[config.mk]
export PLATFORM = sky130hd
export DESIGN_NAME = draw_character
export DESIGN_NICKNAME = d
export VERILOG_FILES = /design/src/rtl/draw_character.sv
export SDC_FILE = /design/constraint.sdc
export NUM_CORES = 1
export LEC_CHECK = 0
export ABC_AREA = 1
export BUFFER_PORTS_ARGS = -buffer_cell sky130_fd_sc_hd__buf_2
export CAP_MARGIN = 20
export CORE_MARGIN = 3
export CORE_UTILIZATION = 41
export DETAILED_ROUTE_END_ITERATION = 10
export SKIP_CTS_REPAIR_TIMING = 1
export SLEW_MARGIN = 20
export SYNTH_ARGS = -nofsm -noshare
export SYNTH_HDL_FRONTEND = slang
export SYNTH_SLANG_ARGS = --single-unit
[constraint.sdc]
create_clock -name clk -period 3 [get_ports clk]
set_input_delay 0.6 -clock clk [delete_from_list [all_inputs] [get_ports clk]]
set_output_delay 0.6 -clock clk [all_outputs]
set_load 0.02 [all_outputs]
[src/rtl/draw_character.sv]
// -----------------------------------------------------------------------------
// draw_character
//
// Overlays the CHAR_W x CHAR_H player sprite onto the VGA pixel stream.
// Sprite position and skin are sampled once per frame, at the (0,0) pixel, so
// the sprite never tears mid-frame. The module drives the sprite ROM address
// and the skin select, then takes the ROM's registered colour one clock later.
// The VGA timing is delayed so that it stays aligned with that colour. Every
// *_out signal lags the matching *_in signal by exactly 3 clocks.
//
// Optional build macro: DRAW_CHAR_BBOX_EN
//   When this macro is defined, the perimeter of the sprite rectangle is drawn
//   in BBOX_RGB. This overrides both the sprite colour and transparency. It
//   does not override blanking.
//
// Ports:
//   clk             pixel clock
//   rst_n           asynchronous active-low reset
//   xpos, ypos      sprite top-left corner (screen pixels), latched per frame
//   skin_in         requested skin code, latched per frame
//   hcount_in       horizontal pixel counter from the upstream stage
//   vcount_in       vertical pixel counter from the upstream stage
//   hsync_in, vsync_in, hblnk_in, vblnk_in   VGA timing from upstream
//   rgb_in          background pixel
//   rom_rgb         sprite ROM data, valid 1 clk after rom_address
//   rom_address     sprite ROM read address
//   character_skin  frame-stable skin select for the ROM
//   hcount_out, vcount_out, hsync_out, vsync_out, hblnk_out, vblnk_out
//                   timing delayed by 3 clk
//   rgb_out         composited pixel
// -----------------------------------------------------------------------------
module draw_character #(
  parameter int          CHAR_W      = 48,
  parameter int          CHAR_H      = 64,
  parameter logic [11:0] TRANSPARENT = 12'hF0F
`ifdef DRAW_CHAR_BBOX_EN
  ,
  parameter logic [11:0] BBOX_RGB    = 12'hFFF
`endif
) (
  input  logic        clk,
  input  logic        rst_n,
  input  logic [10:0] xpos,
  input  logic [10:0] ypos,
  input  logic [2:0]  skin_in,
  input  logic [10:0] hcount_in,
  input  logic [10:0] vcount_in,
  input  logic        hsync_in,
  input  logic        vsync_in,
  input  logic        hblnk_in,
  input  logic        vblnk_in,
  input  logic [11:0] rgb_in,
  input  logic [11:0] rom_rgb,
  output logic [11:0] rom_address,
  output logic [2:0]  character_skin,
  output logic [10:0] hcount_out,
  output logic [10:0] vcount_out,
  output logic        hsync_out,
  output logic        vsync_out,
  output logic        hblnk_out,
  output logic        vblnk_out,
  output logic [11:0] rgb_out
);

  // Frame-latched sprite position and skin
  logic [10:0] x_l, y_l;
  logic [2:0]  skin_l;

  always_ff @(posedge clk or negedge rst_n) begin
    if (!rst_n) begin
      x_l    <= '0;
      y_l    <= '0;
      skin_l <= '0;
    end else if (hcount_in == 11'd0 && vcount_in == 11'd0) begin
      x_l    <= xpos;
      y_l    <= ypos;
      skin_l <= skin_in;
    end
  end

  assign character_skin = skin_l;

  // Stage-1 combinational: box test and sprite-relative offsets.
  // The box compare is done at 12 bits. As a result, x_l + CHAR_W near the
  // top of the 11-bit range cannot wrap around and hit low hcount values.
  logic [10:0] dx, dy;
  logic [11:0] h_ext, v_ext, x_end, y_end;
  logic        in_box;
  logic [11:0] addr_next;

  always_comb begin
    dx        = hcount_in - x_l;
    dy        = vcount_in - y_l;
    h_ext     = {1'b0, hcount_in};
    v_ext     = {1'b0, vcount_in};
    x_end     = {1'b0, x_l} + 12'(CHAR_W);
    y_end     = {1'b0, y_l} + 12'(CHAR_H);
    in_box    = (h_ext >= {1'b0, x_l}) && (h_ext < x_end) &&
                (v_ext >= {1'b0, y_l}) && (v_ext < y_end);
    // Constant multiply: this reduces to shift-and-add
    // (dy*32 + dy*16 for width 48).
    addr_next = in_box ? (({1'b0, dy} * 12'(CHAR_W)) + {1'b0, dx}) : 12'd0;
  end

`ifdef DRAW_CHAR_BBOX_EN
  logic perim, perim_d1, perim_d2;
  assign perim = in_box && (dx == 11'd0 || dx == 11'(CHAR_W - 1) ||
                            dy == 11'd0 || dy == 11'(CHAR_H - 1));
`endif

  // Pipeline registers. The d2 stage lines up with rom_rgb.
  logic [10:0] hcount_d1, vcount_d1, hcount_d2, vcount_d2;
  logic        hsync_d1, vsync_d1, hblnk_d1, vblnk_d1;
  logic        hsync_d2, vsync_d2, hblnk_d2, vblnk_d2;
  logic [11:0] rgb_d1, rgb_d2;
  logic        in_box_d1, in_box_d2;

  always_ff @(posedge clk or negedge rst_n) begin
    if (!rst_n) begin
      rom_address <= '0;
      hcount_d1   <= '0;  vcount_d1 <= '0;
      hsync_d1    <= 1'b0; vsync_d1  <= 1'b0;
      hblnk_d1    <= 1'b0; vblnk_d1  <= 1'b0;
      rgb_d1      <= '0;  in_box_d1 <= 1'b0;
      hcount_d2   <= '0;  vcount_d2 <= '0;
      hsync_d2    <= 1'b0; vsync_d2  <= 1'b0;
      hblnk_d2    <= 1'b0; vblnk_d2  <= 1'b0;
      rgb_d2      <= '0;  in_box_d2 <= 1'b0;
      hcount_out  <= '0;  vcount_out <= '0;
      hsync_out   <= 1'b0; vsync_out  <= 1'b0;
      hblnk_out   <= 1'b0; vblnk_out  <= 1'b0;
      rgb_out     <= '0;
    end else begin
      // stage 1
      rom_address <= addr_next;
      hcount_d1   <= hcount_in;  vcount_d1 <= vcount_in;
      hsync_d1    <= hsync_in;   vsync_d1  <= vsync_in;
      hblnk_d1    <= hblnk_in;   vblnk_d1  <= vblnk_in;
      rgb_d1      <= rgb_in;     in_box_d1 <= in_box;
      // stage 2 (ROM access)
      hcount_d2   <= hcount_d1;  vcount_d2 <= vcount_d1;
      hsync_d2    <= hsync_d1;   vsync_d2  <= vsync_d1;
      hblnk_d2    <= hblnk_d1;   vblnk_d2  <= vblnk_d1;
      rgb_d2      <= rgb_d1;     in_box_d2 <= in_box_d1;
      // stage 3 (output register)
      hcount_out  <= hcount_d2;  vcount_out <= vcount_d2;
      hsync_out   <= hsync_d2;   vsync_out  <= vsync_d2;
      hblnk_out   <= hblnk_d2;   vblnk_out  <= vblnk_d2;
`ifdef DRAW_CHAR_BBOX_EN
      if (perim_d2 && !hblnk_d2 && !vblnk_d2)
        rgb_out <= BBOX_RGB;
      else
`endif
      if (in_box_d2 && rom_rgb != TRANSPARENT && !hblnk_d2 && !vblnk_d2)
        rgb_out <= rom_rgb;
      else
        rgb_out <= rgb_d2;
    end
  end

`ifdef DRAW_CHAR_BBOX_EN
  always_ff @(posedge clk or negedge rst_n) begin
    if (!rst_n) begin
      perim_d1 <= 1'b0;
      perim_d2 <= 1'b0;
    end else begin
      perim_d1 <= perim;
      perim_d2 <= perim_d1;
    end
  end
`endif

endmodule

**After elaboration in Yosys (flattened, before gate mapping)**

Cells that the tools add are included.

- Register bits: 153
- Output and inout bits: 53
- Logic and storage cells: 51

- Add/sub/neg operators: 5
- Multipliers: 1
- Order comparisons: 4
- Equality and inequality tests: 1
- Multiplexer cells: 2
- Reduce and logical (&&, ||, !) cells: 11

Operators with widths:

| cell | count |
|---|---|
| 11-bit by 12-bit less-than comparator with 1-bit output | 2 |
| 12-bit two-way mux | 2 |
| 11-bit greater-or-equal comparator | 2 |
| 11-bit logical NOT | 2 |
| 11-bit subtractor | 2 |
| 11-bit by 6-bit adder with 12-bit output, second input constant | 1 |
| 11-bit by 7-bit adder with 12-bit output, second input constant | 1 |
| 12-bit by 11-bit adder with 12-bit output | 1 |
| 12-bit != test, second input constant | 1 |
| 11-bit by 2-bit multiplier with 8-bit output, second input constant | 1 |
| 1-bit logical AND | 7 |
| 1-bit logical NOT | 2 |

**Depth between registers and ports, before layout**

Gate-level depths: netlist (run 1).

- Depth after elaboration: 6
- Mapped depth: 21
- Mapped depth without buffers: 21

**Worst setup path before layout (run 1)**

Ideal clock, no wire load.

- Kind: input to register
- Start: input port vcount_in[0]
- End: register rom_address[11]
- Library setup time: 119 ps
- Arrival time: 3237 ps
- Path slack: -356 ps
- Cell stages on the path: 19
- Path buffers: 0
- Path through: inv_1 > ha_1 > inv_1 > fa_1 > xor2_1 > ha_1 > a21oi_1 > nand2_1 > nand2_1 > nand2_1 > a21oi_1 > xnor2_1 > ha_1 > a21oi_1 > o31ai_1 > a21oi_1 > nand3_1 > nand2_1 > nor2_1

- Word-level cells in the longest chain between the ends: 4
- Elaborated cells between the ends (all ways): 8

Ends and longest elaborated chain:

| what | line | source |
|---|---|---|
| start, declared | 47 | `input logic [10:0] vcount_in,` |
| 11-bit subtractor or 11-bit greater-or-equal comparator (tied branches) | 93, 99 |  |
| 11-bit by 2-bit multiplier with 8-bit output or 1-bit logical AND (tied branches) | 102, 98 |  |
| 12-bit by 11-bit adder with 12-bit output or 1-bit logical AND (tied branches) | 102, 99 |  |
| 12-bit two-way mux * | 102 | `addr_next = in_box ? (({1'b0, dy} * 12'(CHAR_W)) + {1'b0, dx}) : 12'd0;` |
| net addr_next[11] | 89 | `logic [11:0] addr_next;` |
| end signal, assigned | 135 | `rom_address <= addr_next;` |
| end, declared | 54 | `output logic [11:0] rom_address,` |

The timed path passes the listed nets; every way through them passes the cells marked *.
A chain may end at the register's enable or synchronous reset.

**Worst setup path after layout (run 1)**

- Start: register y_l[0]
- End: register rom_address[11]

- Word-level cells in the longest chain between the ends: 4
- Elaborated cells between the ends (all ways): 9

Ends and longest elaborated chain:

| what | line | source |
|---|---|---|
| start, declared | 66 | `logic [10:0] x_l, y_l;` |
| start signal, assigned | 76 | `y_l <= ypos;` |
| 11-bit subtractor (tied with other cells) | 93 | `dy = vcount_in - y_l;` |
| 11-bit by 2-bit multiplier with 8-bit output (tied with other cells) | 102 |  |
| 12-bit by 11-bit adder with 12-bit output or 1-bit logical AND (tied branches) | 102, 99 |  |
| 12-bit two-way mux * | 102 |  |
| net addr_next[11] | 89 |  |

Marked as above.

==> results.txt, run 1 <==
outcome - finished with violations
failing checks - setup timing
Avg WL per Cell - 13.35 um
gpl congestion - 0.9176
Core ar. - 15260 sq um
Area contributors post-synth - dfrtp_1 60%, ha_1 9.5%, nand2_1 5.0%
GRT Util Overall - 16.39%
final setup violation count - 2
leading area contributor after synthesis - dfrtp_1
critical path startpoint category - flop
worst skew pair latency - 0.42 ns
Async SR Flop Fraction - 100.0%
layout cell share with drive strength beyond 1 - 36.39%
Die H - 131.2 um
row cnt - 45
WP data required - 3.31 ns
Total Nets Final - 914
Worst Setup Slack, final - -0.1882 ns
vias per cell - 4.581
Total Power - 5.195 mW
MaxCap Viol Count - 0
Final ANT Viol Nets - 0
CTS buffer count - 17
Final Max Slew Viols - 0
Iteration-0 DRC Markers - 147
Clock Root Buffer - clkbuf_16
Slew HR - 62.98%
hold_ws - 0.04131 ns
Period minus WS final - 3.188 ns
I/O Buffers - 129
PwrDens - 597.4 nW/um^2
vias in the first global route - 4831
antenna cells - 0
Starting Density - 42.09%
synth cell count leaders - 153 x dfrtp_1, 86 x nand2_1, 63 x inv_1
Post-synth EDFFs - 0
fin cells - 1008
critical path arrival - 3.50 ns
pin count of the biggest net entering global routing - 83
Layout area overhead - 35.38%
max frequency - 0.3137 GHz
Least-Margin Pin Slew - 0.5503 ns
Yosys warnings - 0
simple-gate share of the synthesized area - 14.18%
Final Hold Fails - 0
syn nets - 713
most common cell in the netlist - dfrtp_1
die area - 17200 sq um
clock sink total - 153
Max Buffers Root-to-Sink - 2
Synth cell types - 35
worst ir drop on vdd - 0.3761 mV
post-synthesis mux area share - 1.403%
Synth Area in Compound Gates - 5.864%
Worst Hold Class - in2async
Final period util - 106.3%
CP Class - reg2reg
Chip Width - 131.2 um
synthesized area - 6422 sq um
Most used DFF post-synth - dfrtp_1
RSZ-0062 raised after global routing - yes
Clock transition at path regs - 0.06 ns
post-place setup slack - -0.5929 ns
crit end category - flop
Ports - 130
setup TNS - -0.3171 ns
placed wire-length estimate - 10.23 mm
first-pass GRT wire length - 22.71 mm
register bit total from synthesis - 153
CTS tree - built
Placed Cells - 972
P_leak - 4.486 nW
post-synthesis xor/xnor area fraction - 3.818%
area share of fa/ha/maj cells after synthesis - 10.79%
largest family of logic cells by synthesized area - simple AND/OR/NAND/NOR gates
final wirelength - 13.45 mm
DRC - 0
syn_area_per_cell - 11.02 sq um
initial antenna violation count - 0
clk_skew - 0.006628 ns
grt ovf - 0
via count - 4618
Post-Syn Instances - 583
top-area cell type share of the netlist area - 59.61%
Seq/Total Area, Yosys - 59.61%
htree depth - 4
maximum fanout along the worst path - 3
first drt pass iteration count - 4
-- logic make-up (layout without fill, tap and decap cells) --
family          count (synthesis)  in the layout
fa+ha+maj                      53             53
flops                         153            153
compound gates                 69             69
mux                             8              8
buf+inv                        71            285
xor+xnor                       28             28
simple gates                  201            201
-- path summary, 6_finish.rpt --
path / depth (start not counted) / endpoint / from / slack [ns]
setup / recovery: 18 / rom_address[11]$_DFF_PN0_ / y_l[0]$_DFFE_PN0P_ / -0.19
hold / removal: 1 / rgb_out[2]$_DFF_PN0_ / rst_n / 0.04
setup reg to reg: 18 / rom_address[11]$_DFF_PN0_ / y_l[0]$_DFFE_PN0P_ / -0.19
hold reg to reg: 0 / rgb_d2[10]$_DFF_PN0_ / rgb_d1[10]$_DFF_PN0_ / 0.34
max in group asynchronous: 2 / y_l[0]$_DFFE_PN0P_ / rst_n / 2.12
min in group clk: 1 / hblnk_d1$_DFF_PN0_ / hblnk_in / 0.28
-- layer usage --
layer  track usage [%]  wire length (um)  vias up
li1                  -                 -     2298
met1             20.80              6151     2212
met2             27.36              6577       96
met3             4.020               511       12
met4             6.126               212        0
met5                 0                 0        -
-- where the power goes --
group / total, mW / leakage [nW] / internal (mW) / switching (mW)
Combinational: 0.797 / 2.41 / 0.375 / 0.421
Sequential: 2.16 / 1.77 / 2.14 / 0.0181
Clock: 2.24 / 0.308 / 1.34 / 0.895
Total: 5.19 / 4.49 / 3.86 / 1.33
-- cell type report --
type	instances	area (sq um)
clock inverter	15	210.2
sequential	153	3830
timing repair buffer	189	1119
inverter	64	252.7
clock buffer	17	425.4
fill	1330	6564
tap	211	264.0
multi-input combinational	359	2594
-- flip-flops by register name, summed over array words and instances (netlist names), 3 cells and up --
register	flops
vcount_d2	11
vcount_d1	11
hcount_d2	11
vcount_out	11
hcount_d1	11
y_l	11
rom_address	12
rgb_d1	12
hcount_out	11
rgb_d2	12
character_skin	3
rgb_out	12
x_l	11
-- cells in the final DEF (no fill, tap or decap), drive strengths merged, types with 2 or more instances in the layout --
| master | n |
|---|---|
| bufinv | 3 |
| a21o | 5 |
| dfrtp | 153 |
| or2 | 2 |
| fa | 4 |
| buf | 189 |
| inv | 70 |
| ha | 49 |
| nand3 | 28 |
| clkinv | 5 |
| xnor2 | 14 |
| a21oi | 45 |
| clkbuf | 17 |
| xor2 | 14 |
| nand4 | 8 |
| mux2 | 8 |
| o31ai | 2 |
| nor2 | 62 |
| nor4 | 5 |
| o21ai | 14 |
| nand2 | 89 |
| nor3 | 3 |
-- metrics by stage --
stage / area (sq um) / utilization, %
after floorplan: 6534 / -
after global placement: 7845 / 51.41
after detailed placement: 7845 / 51.41
after CTS: 8481 / 55.58
after global routing: 8695 / 56.98
final: 8695 / 56.98
-- critical path: stages (launching register included) --
cell,delay [ns]
dfrtp_2,0.41
ha_4,0.14
inv_2,0.04
fa_2,0.41
nand2_1,0.09
nand2_1,0.06
and2_4,0.16
xor2_4,0.16
buf_4,0.15
ha_4,0.22
a21oi_2,0.15
xnor2_1,0.14
ha_1,0.30
a21oi_2,0.22
o31ai_4,0.10
a21oi_2,0.14
nand3_1,0.10
nand2_1,0.06
nor2_1,0.04
Power figures use the tool's default switching activity.
==> inputs of run 2 (changes only) <==
ABC_AREA = 0   (was 1)
BUFFER_PORTS_ARGS = default   (was -buffer_cell sky130_fd_sc_hd__buf_2)
DONT_BUFFER_PORTS = 1   (was default)
==> results.txt, run 2 <==
critical path arrival - 3.40 ns
synthesized area - 6236 sq um
MaxCap Viol Count - 0
final wirelength - 12.83 mm
maximum fanout along the worst path - 3
most common cell in the netlist - dfrtp_1
RSZ-0062 raised after global routing - yes
outcome - finished with violations
critical path startpoint category - flop
layout cell share with drive strength beyond 1 - 24.26%
Area contributors post-synth - dfrtp_1 61%, ha_1 9.8%, mux2_2 3.1%
via count - 3736
clk_skew - 0.004680 ns
Final period util - 103.1%
Ports - 130
Slew HR - 45.40%
first drt pass iteration count - 4
R2R Path End - rom_address[10]$_DFF_PN0_
grt ovf - 0
placed wire-length estimate - 9.462 mm
Period minus WS final - 3.093 ns
top-area cell type share of the netlist area - 61.40%
syn nets - 609
Iteration-0 DRC Markers - 130
setup TNS - -0.1717 ns
first-pass GRT wire length - 20.04 mm
fin cells - 724
row cnt - 44
Core ar. - 14700 sq um
Layout area overhead - 20.33%
DRC - 0
CP Class - reg2reg
P_leak - 3.502 nW
reg-to-reg critical path startpoint - y_l[0]$_DFFE_PN0P_
Yosys warnings - 0
WP data required - 3.31 ns
CTS tree - built
Critical Path End - rom_address[10]$_DFF_PN0_
I/O Buffers - 0
PwrDens - 640.8 nW/um^2
vias per cell - 5.160
leading area contributor after synthesis - dfrtp_1
Die H - 129.3 um
Worst Setup SP - y_l[0]$_DFFE_PN0P_
Clock transition at path regs - 0.06 ns
R2R setup slack - -0.09 ns
Worst Setup Slack, final - -0.09288 ns
crit end category - flop
clock sink total - 153
Least-Margin Pin Slew - 0.7983 ns
reg2reg path depth - 12
max frequency - 0.3233 GHz
Clock Root Buffer - clkbuf_16
most frequent cells in the layout - 153 x dfrtp_1, 40 x ha_1, 34 x inv_1
Chip Width - 129.3 um
Synth cell types - 51
antenna cells - 0
Final ANT Viol Nets - 0
Max Buffers Root-to-Sink - 2
Starting Density - 42.42%
htree depth - 4
failing checks - hold timing, setup timing
Final Max Slew Viols - 0
Placed Cells - 689
hold_ws - -0.1243 ns
Post-synth EDFFs - 0
Async SR Flop Fraction - 100.0%
Worst Hold Class - in2async
pin count of the biggest net entering global routing - 154
Final Hold Fails - 153
CTS buffer count - 17
syn_area_per_cell - 13.02 sq um
Total Nets Final - 657
Avg WL per Cell - 17.73 um
Post-Syn Instances - 479
synth cell count leaders - 153 x dfrtp_1, 49 x ha_1, 36 x inv_1
most common library cell in the layout ignoring fill and taps - dfrtp_1
Seq/Total Area, Yosys - 61.40%
GRT Util Overall - 16.00%
Filler cells - 1235
vias in the first global route - 3820
Most used DFF post-synth - dfrtp_1
worst ir drop on vdd - 0.3739 mV
gpl congestion - 0.8228
final setup violation count - 2
initial antenna violation count - 0
worst skew pair latency - 0.42 ns
die area - 16730 sq um
register bit total from synthesis - 153
-- run 2: cells by family after synthesis --
| group | Yosys count | share of synthesized area, % |
|---|---|---|
| flops | 153 | 61.40 |
| compound gates | 94 | 9.470 |
| simple gates | 90 | 7.825 |
| fa+ha+maj | 53 | 11.12 |
| buf+inv | 42 | 2.689 |
| xor+xnor | 30 | 4.434 |
| mux | 17 | 3.070 |
-- run 2: power breakdown --
part,total (mW),internal [mW],switching (mW)
logic,0.468,0.248,0.220
registers,2.20,2.14,0.0591
clock network,2.14,1.31,0.832
total,4.81,3.70,1.11
-- run 2: cell type report --
cell class / count / area [sq um] / share of cell area [%]
multi-input cells: 284 / 2411 / 32.13
repair buffers: 35 / 279.0 / 3.719
flip-flops and latches: 153 / 3829 / 51.03
clock inverters: 11 / 136.4 / 1.818
well taps: 184 / 230.2 / 3.068
inverters: 36 / 147.6 / 1.968
clock buffers: 21 / 470.5 / 6.270
-- run 2: metrics by stage --
stage | utilization [%] | hold slack, ns | power (mW) | worst slack [ns] | area [sq um]
2_1_floorplan | - | 0.3044 | 2.537 | -0.1859 | 6320
3_3_place_gp | 46.06 | 0.3079 | 2.653 | -0.3458 | 6770
3_5_place_dp | 46.06 | 0.3075 | 2.670 | -0.3990 | 6770
4_1_cts | 50.19 | -0.1479 | 4.833 | -0.2224 | 7377
5_1_grt | 51.05 | -0.1597 | 5.018 | -0.2580 | 7503
6_report | 51.05 | -0.1243 | 4.808 | -0.09288 | 7503
-- run 2: worst min path at each step --
stage          startpoint  slack [ns]                             to
5_1_grt             rst_n       -0.16            hsync_out$_DFF_PN0_
6_report            rst_n       -0.12           rgb_out[4]$_DFF_PN0_
2_1_floorplan       rst_n        0.30  character_skin[0]$_DFFE_PN0P_
3_3_place_gp        rst_n        0.31           rgb_out[4]$_DFF_PN0_
3_5_place_dp        rst_n        0.31           rgb_out[4]$_DFF_PN0_
4_1_cts             rst_n       -0.15             hsync_d2$_DFF_PN0_
-- run 2: metal layers --
layer | vias to the layer above | track usage (%) | part of all wire [%]
met4 | 0 | 6.980 | 1.8
li1 | 1748 | - | -
met5 | - | 0 | 0
met2 | 124 | 25.61 | 49
met1 | 1843 | 19.63 | 42
met3 | 21 | 5.688 | 7.3
-- run 2: worst max-delay path: stages, from the launching register on --
cell and delay (ns):
dfrtp_1 0.42, ha_4 0.17, inv_2 0.05, fa_2 0.47, ha_4 0.19, fa_2 0.55
ha_4 0.21, a21o_1 0.18, a21o_1 0.19, a21o_1 0.19, a21oi_2 0.15, xor2_1 0.18
nor2_2 0.04
==> inputs of run 3 (changes only) <==
ABC_AREA = 1   (was 0)
CORE_MARGIN = default   (was 3)
PLACE_DENSITY_LB_ADDON = 0.08   (was default)
==> results.txt, run 3 (synthesis results as in run 1) <==
Clock transition at path regs - 0.07 ns
Starting Density - 42.09%
fin area - 7811 sq um
clock sink total - 153
Chip Width - 127.2 um
Sequential Power Share - 43.1%
Filler cells - 1374
vias per cell - 4.742
P_leak - 3.851 nW
via count - 4069
Int Power - 3.853 mW
layout cell share with drive strength beyond 1 - 21.02%
slowest cell delay on critical path - 0.40 ns
Final Hold Fails - 153
Core ar. - 15260 sq um
fin cells - 858
first drt pass iteration count - 4
most frequent cells in the layout - 152 x dfrtp_1, 82 x nand2_1, 58 x inv_1
Least-Margin Pin Slew - 0.6094 ns
Layout area overhead - 21.62%
row cnt - 45
max frequency - 0.3210 GHz
outcome - finished with violations
CP max stage cell - dfrtp_2
Final ANT Viol Nets - 0
PwrDens - 652.4 nW/um^2
vias in the first global route - 4160
Total Nets Final - 764
switching share of total power - 24.39%
CP Class - reg2reg
initial antenna violation count - 0
R2R setup slack - -0.12 ns
Worst Setup Slack, final - -0.1150 ns
CP top delay family - adder cells
crit end category - flop
Total Power - 5.096 mW
register area - 3830 sq um
critical path arrival - 3.42 ns
pin count of the biggest net entering global routing - 154
clk_skew - 0.008042 ns
final wirelength - 12.53 mm
placed wire-length estimate - 9.298 mm
worst skew pair latency - 0.42 ns
most common library cell in the layout ignoring fill and taps - dfrtp_1
Period minus WS final - 3.115 ns
worst ir drop on vdd - 0.3580 mV
Area after DPL - 7038 sq um
final setup violation count - 2
MaxCap Viol Count - 0
RSZ-0062 raised after global routing - yes
Final period util - 103.8%
grt ovf - 0
multi-input logic area - 2511 sq um
I/O Buffers - 0
worst-path cell chain - ha_4 > inv_2 > fa_2 > nand2_2 > nand2_2 > and2_4 > xor2_2 > ha_1 > nand2_1 > nand2_1 > a21oi_2 > xnor2_1 > ha_1 > a21oi_2 > o31ai_4 > a21oi_2 > nand3_1 > nand2_1 > nor2_1
Placed Cells - 824
die area - 16170 sq um
Psw - 1.243 mW
CTS tree - built
maximum fanout along the worst path - 4
Clock Power Share - 45.8%
Avg WL per Cell - 14.60 um
critical path startpoint category - flop
Max Buffers Root-to-Sink - 2
hold_ws - -0.1326 ns
Slew HR - 59.00%
gpl congestion - 0.8650
DRC - 0
Comb pwr share - 11.1%
Iteration-0 DRC Markers - 182
htree depth - 4
Clock Root Buffer - clkbuf_16
Die H - 127.2 um
Buf/Inv on CP - 1
GRT Util Overall - 17.15%
Final Max Slew Viols - 0
WP data required - 3.31 ns
failing checks - hold timing, setup timing
Worst Hold Class - in2async
antenna cells - 0
first-pass GRT wire length - 20.89 mm
CTS buffer count - 17
Ports - 130
## run 3: cell type report
cell class / instances / area share (%)
Sequential cell: 153 / 49.03
Multi-Input combinational cell: 359 / 32.15
Clock buffer: 17 / 5.446
Timing Repair Buffer: 39 / 3.796
Tap cell: 211 / 3.380
Inverter: 64 / 3.236
Clock inverter: 15 / 2.963
## run 3: path summary, 6_finish.rpt
check,startpoint,endpoint,cells past startpoint
worst max-delay path,y_l[0]$_DFFE_PN0P_,rom_address[11]$_DFF_PN0_,19
worst min-delay path,rst_n,rgb_out[11]$_DFF_PN0_,0
worst max register to register,y_l[0]$_DFFE_PN0P_,rom_address[11]$_DFF_PN0_,19
worst min register to register,vcount_d1[8]$_DFF_PN0_,vcount_d2[8]$_DFF_PN0_,0
max in group asynchronous,rst_n,y_l[0]$_DFFE_PN0P_,0
min in group clk,rgb_in[2],rgb_d1[2]$_DFF_PN0_,0
## run 3: per-stage QoR
stage | TNS (ns) | setup slack, ns | utilization [%]
floorplan | -0.3165 | -0.1985 | -
global placement | -0.8990 | -0.3125 | 46.13
detailed placement | -1.007 | -0.3847 | 46.13
CTS | -0.4110 | -0.2453 | 50.43
global route | -0.5725 | -0.3067 | 51.19
finish | -0.1427 | -0.1150 | 51.19
## run 3: layer usage
layer  track usage [%]  share of wire, %  up-vias
met5                 0                 0        -
met2             27.38                48       94
li1                  -                 -     1997
met4             7.843               2.1        0
met3             4.941               5.5       18
met1             21.67                44     1960
## run 3: power by group through the flow
stage	Sequential, mW	Clock, mW	Combinational (mW)
4_1_cts	2.20	2.40	0.487
6_report	2.20	2.33	0.565
5_1_grt	2.20	2.50	0.624
3_5_place_dp	2.24	0	0.482
2_1_floorplan	2.23	0	0.340
3_3_place_gp	2.24	0	0.477
